===== src/rtl/systolic_output_collector.sv =====
// -----------------------------------------------------------------------------
// systolic_output_collector
//
// Collects the partial sums leaving the bottom of a systolic array, where the
// columns arrive on a diagonal (column c lags column 0 by c cycles). The block
// de-skews the columns back into a single row and saturates every element to
// FIXED_POINT_WIDTH. Each finished row is queued in a small FIFO that drains
// through a valid/ready handshake.
//
// The array is never stalled. If a finished row arrives while the FIFO is full
// and nothing is popped on that edge, the row is dropped and a sticky overflow
// flag is raised.
//
// Timing: valid_in sampled at edge E0 -> row written into the FIFO at edge
// E0+NUM_COLUMNS -> row_valid_out high in the following cycle (FIFO empty).
//
// Ports
//   clk_in              single clock
//   reset_in            synchronous active-high reset, highest priority
//   clear_in            synchronous flush, same effect as reset_in
//   valid_in            column 0 partial sum valid this cycle
//   partial_sum_in      NUM_COLUMNS signed sums, column 0 in the LSBs
//   row_ready_in        downstream accepts the head row
//   row_valid_out       FIFO head row is valid
//   row_data_out        saturated, aligned head row, column 0 in the LSBs
//   row_saturated_out   at least one element of the head row was clamped
//   occupancy_out       number of rows held in the FIFO
//   overflow_error_out  sticky, a row was dropped because the FIFO was full
//   rows_collected_out  rows written into the FIFO (wraps at 16 bits)
//
// Assumes PARTIAL_SUM_WIDTH >= FIXED_POINT_WIDTH and FIFO_DEPTH a power of
// two, at least 2.
// -----------------------------------------------------------------------------
module systolic_output_collector #(
  parameter int NUM_COLUMNS       = 4,
  parameter int FIXED_POINT_WIDTH = 16,
  parameter int PARTIAL_SUM_WIDTH = 20,
  parameter int FIFO_DEPTH        = 4
) (
  input  logic                                      clk_in,
  input  logic                                      reset_in,
  input  logic                                      clear_in,
  input  logic                                      valid_in,
  input  logic [NUM_COLUMNS*PARTIAL_SUM_WIDTH-1:0]  partial_sum_in,
  input  logic                                      row_ready_in,
  output logic                                      row_valid_out,
  output logic [NUM_COLUMNS*FIXED_POINT_WIDTH-1:0]  row_data_out,
  output logic                                      row_saturated_out,
  output logic [$clog2(FIFO_DEPTH):0]               occupancy_out,
  output logic                                      overflow_error_out,
  output logic [15:0]                               rows_collected_out
);

  localparam int FW    = FIXED_POINT_WIDTH;
  localparam int PSW   = PARTIAL_SUM_WIDTH;
  localparam int RW    = NUM_COLUMNS * FW;
  localparam int PTR_W = $clog2(FIFO_DEPTH);
  localparam int OCC_W = PTR_W + 1;

  // Representable range of one output element, expressed at the
  // partial-sum width so that the comparisons stay signed and exact.
  localparam logic signed [PSW-1:0] SAT_MAX = {{(PSW-FW+1){1'b0}}, {(FW-1){1'b1}}};
  localparam logic signed [PSW-1:0] SAT_MIN = {{(PSW-FW+1){1'b1}}, {(FW-1){1'b0}}};
  localparam logic [FW-1:0]         OUT_MAX = {1'b0, {(FW-1){1'b1}}};
  localparam logic [FW-1:0]         OUT_MIN = {1'b1, {(FW-1){1'b0}}};

  // reset_in and clear_in have the same effect on every register.
  logic flush;
  assign flush = reset_in | clear_in;

  // ---------------------------------------------------------------------------
  // De-skew: column c waits NUM_COLUMNS-1-c cycles. All columns of one row
  // are then present together in the cycle before edge E0+NUM_COLUMNS-1.
  // ---------------------------------------------------------------------------
  logic [NUM_COLUMNS-1:0][PSW-1:0] aligned;
  logic                            aligned_valid;

  for (genvar c = 0; c < NUM_COLUMNS; c++) begin : g_skew
    localparam int STAGES = NUM_COLUMNS - 1 - c;
    if (STAGES > 0) begin : g_pipe
      logic [PSW-1:0] pipe [STAGES];

      // NOTE: sequential state is updated with non-blocking assignments so
      // every stage samples the value its neighbour held before the edge.
      always_ff @(posedge clk_in) begin
        if (flush) begin
          for (int s = 0; s < STAGES; s++) pipe[s] <= '0;
        end else begin
          pipe[0] <= partial_sum_in[c*PSW +: PSW];
          for (int s = 1; s < STAGES; s++) pipe[s] <= pipe[s-1];
        end
      end

      assign aligned[c] = pipe[STAGES-1];
    end else begin : g_direct
      // The last column arrives last; it needs no delay.
      assign aligned[c] = partial_sum_in[c*PSW +: PSW];
    end
  end

  // valid_in travels with column 0, through the same number of stages.
  if (NUM_COLUMNS > 1) begin : g_valid_pipe
    logic [NUM_COLUMNS-2:0] valid_pipe;

    always_ff @(posedge clk_in) begin
      if (flush) begin
        valid_pipe <= '0;
      end else begin
        valid_pipe <= {valid_pipe[NUM_COLUMNS-2:0], valid_in} >> 0;
      end
    end

    assign aligned_valid = valid_pipe[NUM_COLUMNS-2];
  end else begin : g_valid_direct
    assign aligned_valid = valid_in;
  end

  // ---------------------------------------------------------------------------
  // Saturation: clamp each aligned element to FW bits and remember whether
  // any element of the row was clamped.
  // ---------------------------------------------------------------------------
  logic [RW-1:0]          clamp_data;
  logic [NUM_COLUMNS-1:0] clamp_flag;

  // NOTE: every output of this block gets a default before any branch, so
  // no path can leave a value unassigned and infer a latch.
  always_comb begin
    clamp_data = '0;
    clamp_flag = '0;
    for (int c = 0; c < NUM_COLUMNS; c++) begin
      if ($signed(aligned[c]) > SAT_MAX) begin
        clamp_data[c*FW +: FW] = OUT_MAX;
        clamp_flag[c]          = 1'b1;
      end else if ($signed(aligned[c]) < SAT_MIN) begin
        clamp_data[c*FW +: FW] = OUT_MIN;
        clamp_flag[c]          = 1'b1;
      end else begin
        clamp_data[c*FW +: FW] = aligned[c][FW-1:0];
      end
    end
  end

  logic          sat_valid;
  logic [RW-1:0] sat_data;
  logic          sat_flag;

  always_ff @(posedge clk_in) begin
    if (flush) begin
      sat_valid <= 1'b0;
      sat_data  <= '0;
      sat_flag  <= 1'b0;
    end else begin
      sat_valid <= aligned_valid;
      sat_data  <= clamp_data;
      sat_flag  <= |clamp_flag;
    end
  end

  // ---------------------------------------------------------------------------
  // Row FIFO
  // ---------------------------------------------------------------------------
  logic [RW-1:0]    data_mem [FIFO_DEPTH];
  logic             flag_mem [FIFO_DEPTH];
  logic [PTR_W-1:0] wr_ptr;
  logic [PTR_W-1:0] rd_ptr;
  logic [OCC_W-1:0] count;
  logic [15:0]      rows_collected;
  logic             overflow;

  logic empty;
  logic full;
  logic pop;
  logic push;
  logic drop;

  assign empty = (count == '0);
  assign full  = (count == OCC_W'(FIFO_DEPTH));
  assign pop   = !empty && row_ready_in;
  // A full FIFO still takes the new row when the head leaves on the same edge.
  assign push  = sat_valid && (!full || pop);
  assign drop  = sat_valid && full && !pop;

  // NOTE: the storage array has no reset; the pointers and count define what
  // is valid, and the outputs are forced to zero whenever the FIFO is empty.
  always_ff @(posedge clk_in) begin
    if (push) begin
      data_mem[wr_ptr] <= sat_data;
      flag_mem[wr_ptr] <= sat_flag;
    end
  end

  always_ff @(posedge clk_in) begin
    if (flush) begin
      wr_ptr         <= '0;
      rd_ptr         <= '0;
      count          <= '0;
      rows_collected <= '0;
      overflow       <= 1'b0;
    end else begin
      if (push) begin
        wr_ptr         <= wr_ptr + PTR_W'(1);
        rows_collected <= rows_collected + 16'd1;
      end
      if (pop) begin
        rd_ptr <= rd_ptr + PTR_W'(1);
      end
      case ({push, pop})
        2'b10:   count <= count + OCC_W'(1);
        2'b01:   count <= count - OCC_W'(1);
        default: count <= count;
      endcase
      if (drop) begin
        overflow <= 1'b1;
      end
    end
  end

  // ---------------------------------------------------------------------------
  // Outputs. The head entry is not written while it is presented (a write to
  // a full FIFO only lands in the head slot on the edge that pops it), so
  // the data stays stable while the row waits for row_ready_in.
  // ---------------------------------------------------------------------------
  assign row_valid_out      = !empty;
  assign row_data_out       = empty ? '0 : data_mem[rd_ptr];
  assign row_saturated_out  = empty ? 1'b0 : flag_mem[rd_ptr];
  assign occupancy_out      = count;
  assign overflow_error_out = overflow;
  assign rows_collected_out = rows_collected;

endmodule

===== config.mk =====
export PLATFORM = sky130hd
export DESIGN_NAME = systolic_output_collector
export DESIGN_NICKNAME = d
export VERILOG_FILES = /design/src/rtl/systolic_output_collector.sv
export SDC_FILE = /design/constraint.sdc
export NUM_CORES = 1
export LEC_CHECK = 0
export CORE_MARGIN = 10
export CORE_UTILIZATION = 45
export DETAILED_ROUTE_END_ITERATION = 10
export GPL_TIMING_DRIVEN = 0
export PLACE_DENSITY_LB_ADDON = 0.08
export SKIP_LAST_GASP = 1
export SYNTH_ARGS = -nofsm -noshare
export SYNTH_HDL_FRONTEND = slang
export SYNTH_SLANG_ARGS = --single-unit

===== constraint.sdc =====
create_clock -name clk_in -period 7.5 [get_ports clk_in]
set_input_delay 0.75 -clock clk_in [delete_from_list [all_inputs] [get_ports clk_in]]
set_output_delay 0.75 -clock clk_in [all_outputs]
set_load 0.1 [all_outputs]

---- Word-level counts from Yosys, hierarchy flattened ----
Memories as Yosys holds them, arrays and structs flattened. A register that Yosys moved wholly into a read port is not among the register bits.
Cells that the tools add are included.
W data, S select, Z words.
cells by class
  add/subtract/negate cells ............... 5
  $lt $le $gt $ge ......................... 8
  eq/ne operators ......................... 3
  muxes and demuxes ....................... 35
  bitwise operators ....................... 6
  reduce and logical (&&, ||, !) cells .... 16
operator list
  kind                     number
  $mux W20                 6
  $gt A20 B16 Y1 const B   4
  $lt A20 B16 Y1 const B   4
  $mux W16                 4
  $mux W64                 1
  $mux W15                 4
  $reduce_or A20 Y1        1
  $add A16 B1 Y16 const B  1
  $mux W1                  15
  $mux W2                  4
  $reduce_or A2 Y1         4
  $or A1 B1 Y1             6
  $pmux W3 S2              1
  $add A2 B1 Y2 const B    2
  $logic_and A1 B1 Y1      4
  $reduce_or A4 Y1         1
  $add A3 B1 Y3 const B    1
  $eq A3 B3 Y1 const B     1
  $logic_not A1 Y1         3
  $logic_not A3 Y1         1
  $sub A3 B1 Y3 const B    1
  $eq A2 B1 Y1 const B     1
  $eq A2 B2 Y1 const B     1
  $reduce_bool A2 Y1       1
  $logic_or A1 B1 Y1       1
storage, ports and cells
  bits in registers ....................... 93
  memory bits (writable) .................. 380
  input port bits ......................... 85
  output and inout port bits .............. 86
  logic and storage cells ................. 91
  memories kept ........................... 5
memory list
  memory                 words  width  rd ports  clocked after Yosys merged registers in  write ports  line  RTL
  data_mem               4      64     1         1                                        1            162   logic [RW-1:0] data_mem [FIFO_DEPTH];
  g_skew[0].g_pipe.pipe  3      20     3         0                                        3            81    logic [PSW-1:0] pipe [STAGES];
  g_skew[1].g_pipe.pipe  2      20     2         0                                        2            81
  g_skew[2].g_pipe.pipe  1      20     1         0                                        1            81
  flag_mem               4      1      1         1                                        1            163   logic flag_mem [FIFO_DEPTH];

---- Longest topological paths before layout ----
  word-level depth ........................ 7
  gate-level depth with buffers ........... 11

---- Least setup slack after synthesis ----
No wires, ideal clock.
  path kind ............................... register to output
  start ................................... reg count[0] (netlist: occupancy_out[0])
  end ..................................... out row_data_out[54]
  arrival ................................. 3.138 ns
  required time ........................... 6.750 ns
  slack ................................... 3.612 ns
  cell stages (with the launch flop) ...... 4
  buffers on the path ..................... 1
  cell sequence ........................... dfxtp_1 or3_1 clkbuf_1 and2_1
on the way
  longest elaborated chain between the ends .. 2
ends and longest elaborated chain
  what                    line  RTL
  from (decl)             166   logic [OCC_W-1:0] count;
  from (signal assigned)  208   2'b10: count <= count + OCC_W'(1);
  from (signal assigned)  209   2'b01: count <= count - OCC_W'(1);
  from (signal assigned)  210   default: count <= count;
  $logic_not A3 Y1        176   assign empty = (count == '0);
  $mux W64                224   assign row_data_out = empty ? '0 : data_mem[rd_ptr];
  to (decl)               47    output logic [NUM_COLUMNS*FIXED_POINT_WIDTH-1:0] row_data_out,
Every way passes these cells.

---- Worst setup path after layout ----
  start ................................... reg count[0] (netlist: occupancy_out[0])
  end ..................................... out row_data_out[42]
The elaborated chain is that of the path after synthesis.

==> flow_summary.json <==
{
  "crit_top_cell": "sky130_fd_sc_hd__clkbuf_1",
  "clkTransAtPathRegs_ps": 60,
  "timing.clock.skew_ps": 13.12,
  "post_cts.repair.setup_buffers": 0,
  "gr_util_all_layers_pct": 14.62,
  "synth-edff-count": 260,
  "io_pins": 171,
  "synth_area_um2": 16270,
  "max-cap-violations": 0,
  "die_h_um": 210.2,
  "start_kind": "flop",
  "synth_top_flop_cell": "sky130_fd_sc_hd__edfxtp_1",
  "cts.sinks": 475,
  "path_class": "flop to primary output",
  "worst_path_dominant_cell_family": "buffers and inverters",
  "dp_hpwl_mm": 21.55,
  "finalWorstPathRequiredPeriod_ps": 4555,
  "cp_cell_sequence": "or3_1, clkbuf_1, clkbuf_1, and2_1, clkdlybuf4s50_1",
  "drt_pre_antenna_iters": 4,
  "grt_antenna_before_repair": 0,
  "die_area_um2": 44170,
  "power_density_over_cell_area_nw_per_um2": 252.7,
  "max_rail_drop_vdd_uv": 158.7,
  "first_global_vias": 8922,
  "cts_made_buffers": 46,
  "routabilityCongestion": 0.7624,
  "htreeDepth": 2,
  "worst_path_max_delay_cell": "sky130_fd_sc_hd__clkdlybuf4s50_1",
  "route.detailed.drc": 0,
  "yosys_warnings": 0,
  "pre_cts_ws_ps": 3357,
  "initial_core_utilization_pct": 45.64,
  "worst-r2r-setup-slack_ps": 4800,
  "final_layout_size_suffix_gt1_share_pct": 12.90,
  "worst_slew_margin_rel_pct": 29.54,
  "yosysSeqAreaShare_pct": 74.43,
  "post-route-worst-setup-slack_ps": 2945,
  "slowest_delay_ps": 1160,
  "route.detailed.wl_per_inst_um": 18.94,
  "avg_cell_area_syn_um2": 16.71,
  "core_um2": 35660,
  "critical_path.n_buffers_inverters": 3,
  "filler_cell_count": 2934,
  "cp.required_ps": 6750,
  "critical_path.endpoint_type": "primary output",
  "nNetsFinal": 1288,
  "leakagePower_nw": 6.747,
  "worst_margin_pin_slew_ps": 1042,
  "yosys.area.top_type": "sky130_fd_sc_hd__edfxtp_1",
  "crit_path_dat_ps": 3800,
  "number_of_different_library_cells_in_the_post_synthesis_netlist": 41,
  "ctsHoldBuffers": 0,
  "postRouteAntennaNets": 0,
  "cts_buffer_depth": 3,
  "total_vias_in_the_final_route": 8324,
  "drt_iter0_drc": 395,
  "hold_path.class": "flop to flop",
  "cells_taking_the_most_area_after_synthesis": "sky130_fd_sc_hd__edfxtp_1, sky130_fd_sc_hd__dfxtp_1, sky130_fd_sc_hd__mux4_2",
  "area_delta_synth_final_pct": 23.86,
  "critical_path.max_fanout": 11,
  "largest_net_degree_at_the_start_of_global_routing": 52,
  "hold_viol": 0,
  "place.port_buffers": 170,
  "final-setup-viol-count": 0,
  "final.setup.tns_ps": 0,
  "outcome": "finished, final reports clean",
  "ys_ff_latch": 475,
  "number_of_max_slew_violations_in_the_final_report": 0,
  "synth_top_cell_area_share_pct": 47.98,
  "mappedNetlistNets": 1066,
  "cts_tree": "done",
  "std_cell_rows": 69,
  "max_freq_mhz": 219.5,
  "via_per_inst": 4.911,
  "final_min_period_over_clock_period_pct": 60.73,
  "synthArstFlopShare_pct": 0,
  "cts.root.buffer_cell": "sky130_fd_sc_hd__clkbuf_16",
  "rsz0062_at_grt": "false",
  "die_w_um": 210.2,
  "post_cts.resized_instances": 0,
  "first_pass_grt_wire_length_mm": 50.12,
  "grt-ovfl-total": 0,
  "routed_wirelength_mm": 32.11,
  "netlist_instances": 974,
  "clock_insertion_delay_worst_skew_ps": 530
}
==> final cells by class <==
class | instances | area [um^2] | share of cell area (%)
antenna | 1 | 2.502 | 0.01242
buffer | 49 | 206.4 | 1.024
clock buffer | 72 | 1361 | 6.754
clock inverter | 13 | 117.6 | 0.5836
inverter | 8 | 35.03 | 0.1738
multi-input combinational | 442 | 3939 | 19.54
sequential | 475 | 12110 | 60.09
tap | 461 | 576.8 | 2.862
timing repair buffer | 174 | 1804 | 8.952
==> logic make-up (layout without fill, tap and decap cells) <==
kind of cell	Yosys count	count (layout)	share of synthesized area (%)
xor gates and xnor gates	13	13	0.6997
DFF	475	475	74.43
adders and majority gates	7	7	0.5844
and+or+nand+nor	271	271	10.03
other	0	1	0
AOI/OAI and AO/OA	85	85	3.706
buffers and inverters	57	316	1.484
muxes	66	66	9.058
==> routing by layer <==
layer | vias to the layer above | part of all wire [%] | GRT usage, %
met4 | 0 | 1.4 | 3.298
met2 | 160 | 51 | 25.49
met5 | - | 0 | 0
met3 | 36 | 5.2 | 3.472
met1 | 4126 | 43 | 18.10
li1 | 4002 | - | -
==> cell usage after synthesis (2+ instances only) <==
cell type and count:
sky130_fd_sc_hd__nand4_1 6, sky130_fd_sc_hd__nor4_1 4, sky130_fd_sc_hd__ha_1 6, sky130_fd_sc_hd__o21a_1 60, sky130_fd_sc_hd__nor2_1 26, sky130_fd_sc_hd__nor4b_1 2, sky130_fd_sc_hd__clkbuf_1 34, sky130_fd_sc_hd__o21ai_0 3
sky130_fd_sc_hd__and2_1 193, sky130_fd_sc_hd__or3_1 4, sky130_fd_sc_hd__buf_2 12, sky130_fd_sc_hd__a21oi_2 2, sky130_fd_sc_hd__xnor2_1 7, sky130_fd_sc_hd__a21oi_1 13, sky130_fd_sc_hd__mux4_2 65, sky130_fd_sc_hd__or4_1 3
sky130_fd_sc_hd__dfxtp_1 215, sky130_fd_sc_hd__and4_1 3, sky130_fd_sc_hd__xor2_1 6, sky130_fd_sc_hd__buf_1 2, sky130_fd_sc_hd__nand3_1 8, sky130_fd_sc_hd__edfxtp_1 260, sky130_fd_sc_hd__nand2_1 10, sky130_fd_sc_hd__and3_1 5
sky130_fd_sc_hd__inv_1 7, sky130_fd_sc_hd__o31ai_1 3
==> per-stage QoR <==
step           hold WS (ps)  total power [mW]  util, %  std cells  cell area, um^2
2_1_floorplan         405.7             2.865        -        974            16270
3_3_place_gp          409.3             2.933    52.03       1605            18550
3_5_place_dp          409.7             2.935    52.37       1609            18670
4_1_cts               423.1             5.150    56.52       1694            20150
5_1_grt               432.7             5.279    56.52       1694            20150
6_report              417.9             5.094    56.53       1695            20150
==> sequential cells by signal (all words and copies together) (netlist names), named ones only <==
register,flops
g_skew.g_pipe.pipe,120
g_valid_pipe.valid_pipe,3
wr_ptr,2
sat_valid,1
rows_collected_out,16
sat_data,64
sat_flag,1
occupancy_out,3
rd_ptr,2
data_mem,256
flag_mem,4
overflow_error_out,1
==> worst paths after layout <==
kind / start / cells after the start / endpoint
max: occupancy_out[0]$_SDFFE_PP0P_ / 5 / row_data_out[42]
min: g_skew[1].g_pipe.pipe[0][12]$_SDFF_PP0_ / 1 / g_skew[1].g_pipe.pipe[0][32]$_SDFF_PP0_
max reg2reg: occupancy_out[0]$_SDFFE_PP0P_ / 11 / occupancy_out[2]$_SDFFE_PP0P_
min reg2reg: g_skew[1].g_pipe.pipe[0][12]$_SDFF_PP0_ / 1 / g_skew[1].g_pipe.pipe[0][32]$_SDFF_PP0_
==> power by group <==
group	switching, mW	internal, mW
registers	0.0147	2.76
logic	0.0448	0.0583
clock network	0.901	1.32
==> cells in the final DEF (no fill, tap or decap), types with 4 or more instances in the layout <==
master / synthesis / layout
sky130_fd_sc_hd__edfxtp_1: 260 / 260
sky130_fd_sc_hd__dfxtp_1: 215 / 215
sky130_fd_sc_hd__and2_1: 193 / 193
sky130_fd_sc_hd__clkdlybuf4s50_1: 0 / 170
sky130_fd_sc_hd__mux4_2: 65 / 65
sky130_fd_sc_hd__o21a_1: 60 / 60
sky130_fd_sc_hd__clkbuf_1: 34 / 51
sky130_fd_sc_hd__clkbuf_16: 0 / 48
sky130_fd_sc_hd__nor2_1: 26 / 26
sky130_fd_sc_hd__a21oi_1: 13 / 13
sky130_fd_sc_hd__buf_2: 12 / 12
sky130_fd_sc_hd__nand2_1: 10 / 10
sky130_fd_sc_hd__clkinv_2: 0 / 9
sky130_fd_sc_hd__nand3_1: 8 / 8
sky130_fd_sc_hd__inv_1: 7 / 7
sky130_fd_sc_hd__xnor2_1: 7 / 7
sky130_fd_sc_hd__clkbuf_8: 0 / 7
sky130_fd_sc_hd__nand4_1: 6 / 6
sky130_fd_sc_hd__xor2_1: 6 / 6
sky130_fd_sc_hd__ha_1: 6 / 6
sky130_fd_sc_hd__or3_1: 4 / 4
sky130_fd_sc_hd__and3_4: 0 / 4
sky130_fd_sc_hd__nor4_1: 4 / 4
No activity file was read; power rests on OpenSTA's default activity.
